[src/rtl/store_data_issue_queue.sv]
// store_data_issue_queue
//   Holds store-data register lookups until the data tag is ready, then hands
//   the one with the oldest storeSqN to the store-data load stage through a
//   registered output slot.
//
//   Ports
//     clk, rst       clock; synchronous active-high reset
//     IN_branch      branch broadcast: taken, flush, storeSqN
//     IN_uop         enqueue candidate (valid, tag, storeSqN, offs)
//     IN_uopAvail    IN_uop.tag is already in the register file
//     OUT_full       registered; queue accepts nothing this cycle
//     IN_wakeValid   per-port result-bus valid
//     IN_wakeTag     per-port result-bus tag
//     IN_issueReady  downstream accepts OUT_uop
//     OUT_uop        issued lookup (registered)
//
//   Build option
//     STDIQ_BYPASS_EN  a ready IN_uop goes straight to OUT_uop when no queued
//                      entry is ready and the output slot is free.
//
//   Tags with the MSB set are immediates: always ready, never woken.

package store_data_issue_queue_pkg;
  localparam int TAG_W  = 7;
  localparam int SQN_W  = 8;
  localparam int OFFS_W = 4;

  typedef logic [TAG_W-1:0] Tag;
  typedef logic [SQN_W-1:0] SqN;

  typedef struct packed {
    logic taken;
    logic flush;
    SqN   storeSqN;
  } BranchProv;

  typedef struct packed {
    logic              valid;
    Tag                tag;
    SqN                storeSqN;
    logic [OFFS_W-1:0] offs;
  } StDataLookupUOp;

  // Younger than the branch (wrapping difference > 0), or a full flush.
  function automatic logic br_kill(input BranchProv br, input SqN sqn);
    SqN d;
    d = sqn - br.storeSqN;
    return br.taken && (br.flush || (!d[SQN_W-1] && (d != '0)));
  endfunction

  // a is older than b under wrapping sequence numbers.
  function automatic logic sqn_older(input SqN a, input SqN b);
    SqN d;
    d = a - b;
    return d[SQN_W-1];
  endfunction
endpackage

// One queue slot: occupancy, readiness and the held lookup.
module store_data_issue_queue_entry
  import store_data_issue_queue_pkg::*;
#(
  parameter int NUM_WAKE = 4
) (
  input  logic                clk,
  input  logic                rst,
  input  BranchProv           branch,
  input  logic [NUM_WAKE-1:0] wake_valid,
  input  Tag   [NUM_WAKE-1:0] wake_tag,
  input  logic                enq,
  input  StDataLookupUOp      enq_uop,
  input  logic                enq_rdy,
  input  logic                issue,
  output logic                valid,
  output logic                rdy,
  output StDataLookupUOp      uop,
  output logic                kill
);
  logic wake;

  always_comb begin
    wake = 1'b0;
    for (int i = 0; i < NUM_WAKE; i++)
      if (wake_valid[i] && (wake_tag[i] == uop.tag)) wake = 1'b1;
    if (uop.tag[TAG_W-1]) wake = 1'b0;
  end

  assign kill = valid && br_kill(branch, uop.storeSqN);

  // enq only targets a free slot, so it never collides with kill/issue.
  always_ff @(posedge clk) begin
    if (rst) begin
      valid <= 1'b0;
      rdy   <= 1'b0;
    end else if (kill || issue) begin
      valid <= 1'b0;
      rdy   <= 1'b0;
    end else if (enq) begin
      valid <= 1'b1;
      rdy   <= enq_rdy;
    end else if (valid && wake) begin
      rdy   <= 1'b1;
    end
  end

  always_ff @(posedge clk)
    if (enq) uop <= enq_uop;
endmodule

module store_data_issue_queue
  import store_data_issue_queue_pkg::*;
#(
  parameter int DEPTH    = 8,
  parameter int NUM_WAKE = 4
) (
  input  logic                clk,
  input  logic                rst,
  input  BranchProv           IN_branch,
  input  StDataLookupUOp      IN_uop,
  input  logic                IN_uopAvail,
  output logic                OUT_full,
  input  logic [NUM_WAKE-1:0] IN_wakeValid,
  input  Tag   [NUM_WAKE-1:0] IN_wakeTag,
  input  logic                IN_issueReady,
  output StDataLookupUOp      OUT_uop
);
  localparam int IDX_W = $clog2(DEPTH);
  localparam int CNT_W = IDX_W + 1;

  logic [DEPTH-1:0]           ent_valid, ent_rdy, ent_kill, ent_enq, ent_issue;
  StDataLookupUOp [DEPTH-1:0] ent_uop;

  logic [CNT_W-1:0] occ, occ_nxt, kill_cnt;
  logic             in_kill, in_wake, in_rdy, out_free;
  logic             sel_found, free_found, issue_go, enq_go, byp;
  logic [IDX_W-1:0] sel_idx, free_idx;
  StDataLookupUOp   out_nxt;

  assign in_kill  = br_kill(IN_branch, IN_uop.storeSqN);
  assign out_free = !OUT_uop.valid || IN_issueReady;

  always_comb begin
    in_wake = 1'b0;
    for (int i = 0; i < NUM_WAKE; i++)
      if (IN_wakeValid[i] && (IN_wakeTag[i] == IN_uop.tag)) in_wake = 1'b1;
  end
  assign in_rdy = IN_uop.tag[TAG_W-1] || IN_uopAvail || in_wake;

  // Oldest ready entry; entries being killed this edge are not candidates.
  always_comb begin
    sel_found = 1'b0;
    sel_idx   = '0;
    for (int i = 0; i < DEPTH; i++)
      if (ent_valid[i] && ent_rdy[i] && !ent_kill[i] &&
          (!sel_found || sqn_older(ent_uop[i].storeSqN, ent_uop[sel_idx].storeSqN))) begin
        sel_found = 1'b1;
        sel_idx   = IDX_W'(i);
      end
  end

  always_comb begin
    free_found = 1'b0;
    free_idx   = '0;
    for (int i = DEPTH-1; i >= 0; i--)
      if (!ent_valid[i]) begin
        free_found = 1'b1;
        free_idx   = IDX_W'(i);
      end
  end

`ifdef STDIQ_BYPASS_EN
  assign byp = IN_uop.valid && in_rdy && !in_kill && out_free && !sel_found;
`else
  assign byp = 1'b0;
`endif

  assign issue_go = out_free && sel_found;
  // OUT_full is last cycle's view: a same-cycle issue does not open a slot.
  assign enq_go   = IN_uop.valid && !OUT_full && !in_kill && !byp && free_found;

  genvar g;
  generate
    for (g = 0; g < DEPTH; g++) begin : g_ent
      assign ent_enq[g]   = enq_go   && (free_idx == IDX_W'(g));
      assign ent_issue[g] = issue_go && (sel_idx  == IDX_W'(g));
      store_data_issue_queue_entry #(.NUM_WAKE(NUM_WAKE)) u_ent (
        .clk        (clk),
        .rst        (rst),
        .branch     (IN_branch),
        .wake_valid (IN_wakeValid),
        .wake_tag   (IN_wakeTag),
        .enq        (ent_enq[g]),
        .enq_uop    (IN_uop),
        .enq_rdy    (in_rdy),
        .issue      (ent_issue[g]),
        .valid      (ent_valid[g]),
        .rdy        (ent_rdy[g]),
        .uop        (ent_uop[g]),
        .kill       (ent_kill[g])
      );
    end
  endgenerate

  // Issued entries are never in the kill set, so the terms are disjoint.
  always_comb begin
    kill_cnt = '0;
    for (int i = 0; i < DEPTH; i++) kill_cnt = kill_cnt + CNT_W'(ent_kill[i]);
  end
  assign occ_nxt = occ + CNT_W'(enq_go) - CNT_W'(issue_go) - kill_cnt;

  always_ff @(posedge clk) begin
    if (rst) begin
      occ      <= '0;
      OUT_full <= 1'b0;
    end else begin
      occ      <= occ_nxt;
      OUT_full <= (occ_nxt == CNT_W'(DEPTH));
    end
  end

  always_comb begin
    out_nxt = OUT_uop;
    if (out_free) begin
      out_nxt.valid = 1'b0;
      if (sel_found) begin
        out_nxt       = ent_uop[sel_idx];
        out_nxt.valid = 1'b1;
      end else if (byp) begin
        out_nxt       = IN_uop;
        out_nxt.valid = 1'b1;
      end
    end else if (br_kill(IN_branch, OUT_uop.storeSqN)) begin
      out_nxt.valid = 1'b0;
    end
  end

  always_ff @(posedge clk) begin
    if (rst) OUT_uop.valid <= 1'b0;
    else     OUT_uop       <= out_nxt;
  end
endmodule

[config.mk]
export PLATFORM = sky130hd
export DESIGN_NAME = store_data_issue_queue
export DESIGN_NICKNAME = d
export VERILOG_FILES = /design/src/rtl/store_data_issue_queue.sv
export SDC_FILE = /design/constraint.sdc
export NUM_CORES = 1
export LEC_CHECK = 0
export CAP_MARGIN = 20
export CORE_MARGIN = 2
export CORE_UTILIZATION = 62
export DETAILED_ROUTE_END_ITERATION = 6
export PLACE_DENSITY_LB_ADDON = 0.12
export SYNTH_ARGS = -nofsm -noshare
export SYNTH_HDL_FRONTEND = slang
export SYNTH_SLANG_ARGS = --single-unit
[constraint.sdc]
create_clock -name clk -period 24.2 [get_ports clk]
set_input_delay 3.63 -clock clk [delete_from_list [all_inputs] [get_ports clk]]
set_output_delay 3.63 -clock clk [all_outputs]
set_load 0.02 [all_outputs]
==> flow_results.org <==
** Routing
- Iteration-0 DRC Markers :: 2191
- Ratio of routed vias to standard cells :: between 6 and 7
- Vias after detailed routing :: 15600
- DRC violation count after routing :: 0
- Final wirelength :: 61700 um
- Dividing the detail-routed wire length by the instance count gives 26.6 um.
- Before antenna repair, the detailed router went through 6 iterations.
- Post-route antenna net violation count :: 0

** Yosys
- Total of flip-flops plus latches after synthesis :: 193
- Average size of a mapped cell :: 9.06 um2
- The synthesized design contains about 170 enable-type register cells.
- Post-synth top area share :: between 20% and 30%
- sky130_fd_sc_hd__xor2_1 is the most common cell in the netlist.
- Yosys mapped the design onto around 100 distinct sky130hd cell types.
- Synthesized netlist cell count :: 1926
- Synth Warn # :: 0
- By count the netlist is led by 176 x sky130_fd_sc_hd__xor2_1, 171 x sky130_fd_sc_hd__edfxtp_1, 160 x sky130_fd_sc_hd__nor2_1.
- The mapped netlist covers 17500 um2.
- The biggest area contributor in the post-synthesis netlist is sky130_fd_sc_hd__edfxtp_1.
- Synthesis produced a netlist with a net count of 2129.
- Counting flops with an async set or reset pin after synthesis yields a share of 0%.
- Cells taking the most area after synthesis :: sky130_fd_sc_hd__edfxtp_1 29%, sky130_fd_sc_hd__xor2_1 8.8%, sky130_fd_sc_hd__ha_1 8.7%
- Most frequently used flop master after synthesis :: sky130_fd_sc_hd__edfxtp_1
- Summing the sequential cell areas from Yosys gives 31.9% of the chip area.

** Critical path
- Setup slack of the most critical reg-to-reg path :: between 4000 and 5000 ps
- Measured in cells, the most critical reg-to-reg path has a length of 92.
- CP Launch Type :: input pin
- Crit-path most repeated cell :: sky130_fd_sc_hd__a21oi_1
- Reg-to-reg endpoint :: OUT_uop[9]
- Class of the most critical setup path :: input pin to register
- STA puts the critical path data required time at 24410 ps.
- On the worst path, the slowest cell contributes a delay of between 600 and 700 ps.
- Together, buffers and inverters on the worst path number 8.
- Worst R2R Start :: g_ent[1].u_ent.uop[4]
- Dominant delay contributor by cell family on the critical path :: compound AO/OA/AOI/OAI gates
- Endpoint class of the critical path :: register
- Critical-path top delay cell :: sky130_fd_sc_hd__clkdlybuf4s50_1
- Worst path arrival time :: 23140 ps
- Along the worst path, the maximum fanout reaches 18.

** Place
- RePlAce Congestion :: between 1 and 1.5
- Count of buffers inserted at the top-level ports :: 86
- Placed standard-cell area :: 18500 um2
- Post-DP HPWL :: ~45000 um

** Timing
- For this run, the top clock speed supported by timing is 0.0436 GHz.
- The clock period could shrink to approximately 23000 ps.
- Share of the clock period used by the worst path after layout :: 94.8%
- The worst pin sits at a relative slew slack of 15.4%.
- Hold Fails Final Rpt :: 0
- Setup violations remaining at the end of the flow were counted as 0.
- Worst Clk Skew :: 15.7 ps
- Number of max-slew violations in the final report :: 0
- Transition time at the pin with the least slew margin :: 1250 ps

** Status
- The flow ran to the end, and the final reports show no timing, DRC or antenna violations.

** Power and ir drop
- Worst IR Drop VDD :: 0.0493 mV
- The analysis attributes to cell leakage a power of 7.43 nW.
- Dividing total power by cell area gives a power density of 48.6 nW/um2.
- The clock network is responsible for 32.6% of the overall power.
- Switching power :: ~0.31 mW
- Cell internal power was estimated by the tool at 0.625 mW.
- Register share of total power :: approximately two fifths
- Combinational cells account for between 20% and 30% of the total power.
- Of the total power, the share spent switching nets is about a third.

** Clock tree
- For the worst-skew pair, the clock arrives at the later sink with an insertion delay of 460 ps.
- CTS sink cnt :: 193
- Clock-pin slew was measured on the worst setup and hold paths at roughly 80 ps.
- TritonCTS built the clock tree.
- CTS max path bufs :: 2
- Hold-fix buffers at CTS :: 0
- CTS Buf Count :: 17
- The H-tree was split into 4 levels.
- Root buffer selected by CTS :: sky130_fd_sc_hd__clkbuf_16

** Min path
- The worst hold path was traced through 2 stages.
- Worst Hold Class :: register to register
- The startpoint identified for the worst hold timing path is OUT_uop[19].
- For hold timing, the worst endpoint is OUT_uop[19].

** Die
- In this run the vertical extent of the chip is 172 um.
- Core Rows :: slightly above 60
- Core ar. :: 27800 um2
- The floorplan step set the die width to 172 um.
- The die covers 29500 um2.
- 87 I/O pins were placed.
- Initial Utilization :: 62.8%

** Final layout
- For this run, the post-layout net count is 2134.
- After routing the design area is 19300 um2.
- At the end of the flow the core is filled with cells to 69.4%.
- Share of cells above drive strength 1 :: 7.36%
- Area added between synthesis and finish :: 10.5%
- Antenna diode instance count :: 0

** Global routing
- Number of antenna violations at the first check in global routing :: 0
- First-pass GRT wire length :: 91000 um
- Pin count of the biggest net entering global routing :: 24
- The via count of the first global-routing pass was 15000.
- Summed over all layers, the global routing overflow is 0.
- Total global routing track utilization :: 42.2%

** Job
- The tool flagged a number of max-cap violations equal to 0.
-- how the worst max path moves through the flow --
stage,start,end,slack [ps],cells after the start
finish,IN_branch[0],OUT_uop[9],1270,92
global route,IN_branch[0],OUT_uop[9],-70,92
CTS,IN_branch[0],OUT_uop[9],570,91
detailed placement,IN_branch[0],OUT_uop[9],200,91
global placement,IN_branch[0],OUT_uop[9],740,91
floorplan,IN_branch[1],OUT_uop[9],3000,97
-- placed cells by master (no fill, tap or decap), drive strengths merged, types with 7 or more instances in the layout --
cell type	instances
mux2	16
a311oi	7
o21bai	9
xor2	176
o21ai	86
and2	9
o2bb2ai	9
inv	117
buf	43
a21oi	120
nand2	106
o211a	8
nor3	27
nor4	41
ha	121
nor2	161
nand2b	32
fa	16
o31ai	7
nor2b	24
a2bb2oi	7
a31oi	29
clkbuf	17
nand3	26
edfxtp	171
xnor2	137
a211oi	12
dfxtp	22
o22ai	10
and3	11
o2111ai	7
a21o	21
o211ai	10
nand4	69
clkdlybuf4s50	86
a22oi	18
mux2i	51
-- routing by layer --
layer / global-route usage [%] / vias to the layer above / share of wire [%]
li1: - / 6954 / -
met1: 56.2 / 7410 / 39
met2: 62.1 / 1036 / 42
met3: 11.5 / 234 / 12
met4: 23.9 / 0 / 6.1
met5: 0 / - / 0
-- state kept, by name (all words and copies together) (netlist names) --
register	count
g_ent.u_ent.uop	152
occ	4
g_ent.u_ent.valid	8
OUT_uop	20
g_ent.u_ent.rdy	8
OUT_full	1
-- per-stage QoR --
step	setup TNS, ps	hold WS, ps	power, mW	worst slack (ps)	std cells
2_1_floorplan	0	496	0.554	3000	1926
3_3_place_gp	0	478	0.623	740	2282
3_5_place_dp	0	501	0.630	203	2282
4_1_cts	0	520	0.931	574	2313
5_1_grt	-77.9	531	0.971	-68.8	2321
6_report	0	506	0.937	1270	2321
-- cell type report --
type / count / area [um2]
multi-input cells: 1479 / 11000
fillers: 2227 / 8500
flip-flops and latches: 193 / 5580
repair buffers: 129 / 1200
well taps: 378 / 473
clock buffers: 17 / 425
inverters: 111 / 417
clock inverters: 14 / 190
-- cells by family (layout without fill, tap and decap cells) --
logic type | count (synthesis) | after routing | synth area share, %
buf+inv | 254 | 271 | 5.68
mux | 67 | 67 | 4.02
compound gates | 431 | 431 | 16.8
fa+ha+maj | 137 | 137 | 10.5
flops | 193 | 193 | 31.9
xor+xnor | 313 | 313 | 15.7
simple gates | 531 | 531 | 15.3
-- timing repair --
action | in CTS | in global routing
endpoints found under the setup margin | 0 | 35
buffers inserted | 0 | 8
gates resized for setup | 0 | 18
-- worst reg2reg max path, delay by kind of cell, from the launching register on --
kind                       cells  cell delay [ps]
AOI/OAI and AO/OA             39             8180
and+or+nand+nor               29             5530
adders and majority gates      8             2240
muxes                          6             1530
buffers and inverters          8             1100
DFF                            1              590
xor gates and xnor gates       2              350
-- power by group through the flow --
| stage | clock network [mW] | logic, mW | registers [mW] |
|---|---|---|---|
| floorplan | 0 | 0.164 | 0.389 |
| global placement | 0 | 0.223 | 0.400 |
| detailed placement | 0 | 0.230 | 0.400 |
| CTS | 0.307 | 0.232 | 0.393 |
| global route | 0.317 | 0.260 | 0.394 |
| finish | 0.305 | 0.237 | 0.394 |
Note: power is estimated with default switching activity, not from simulation.
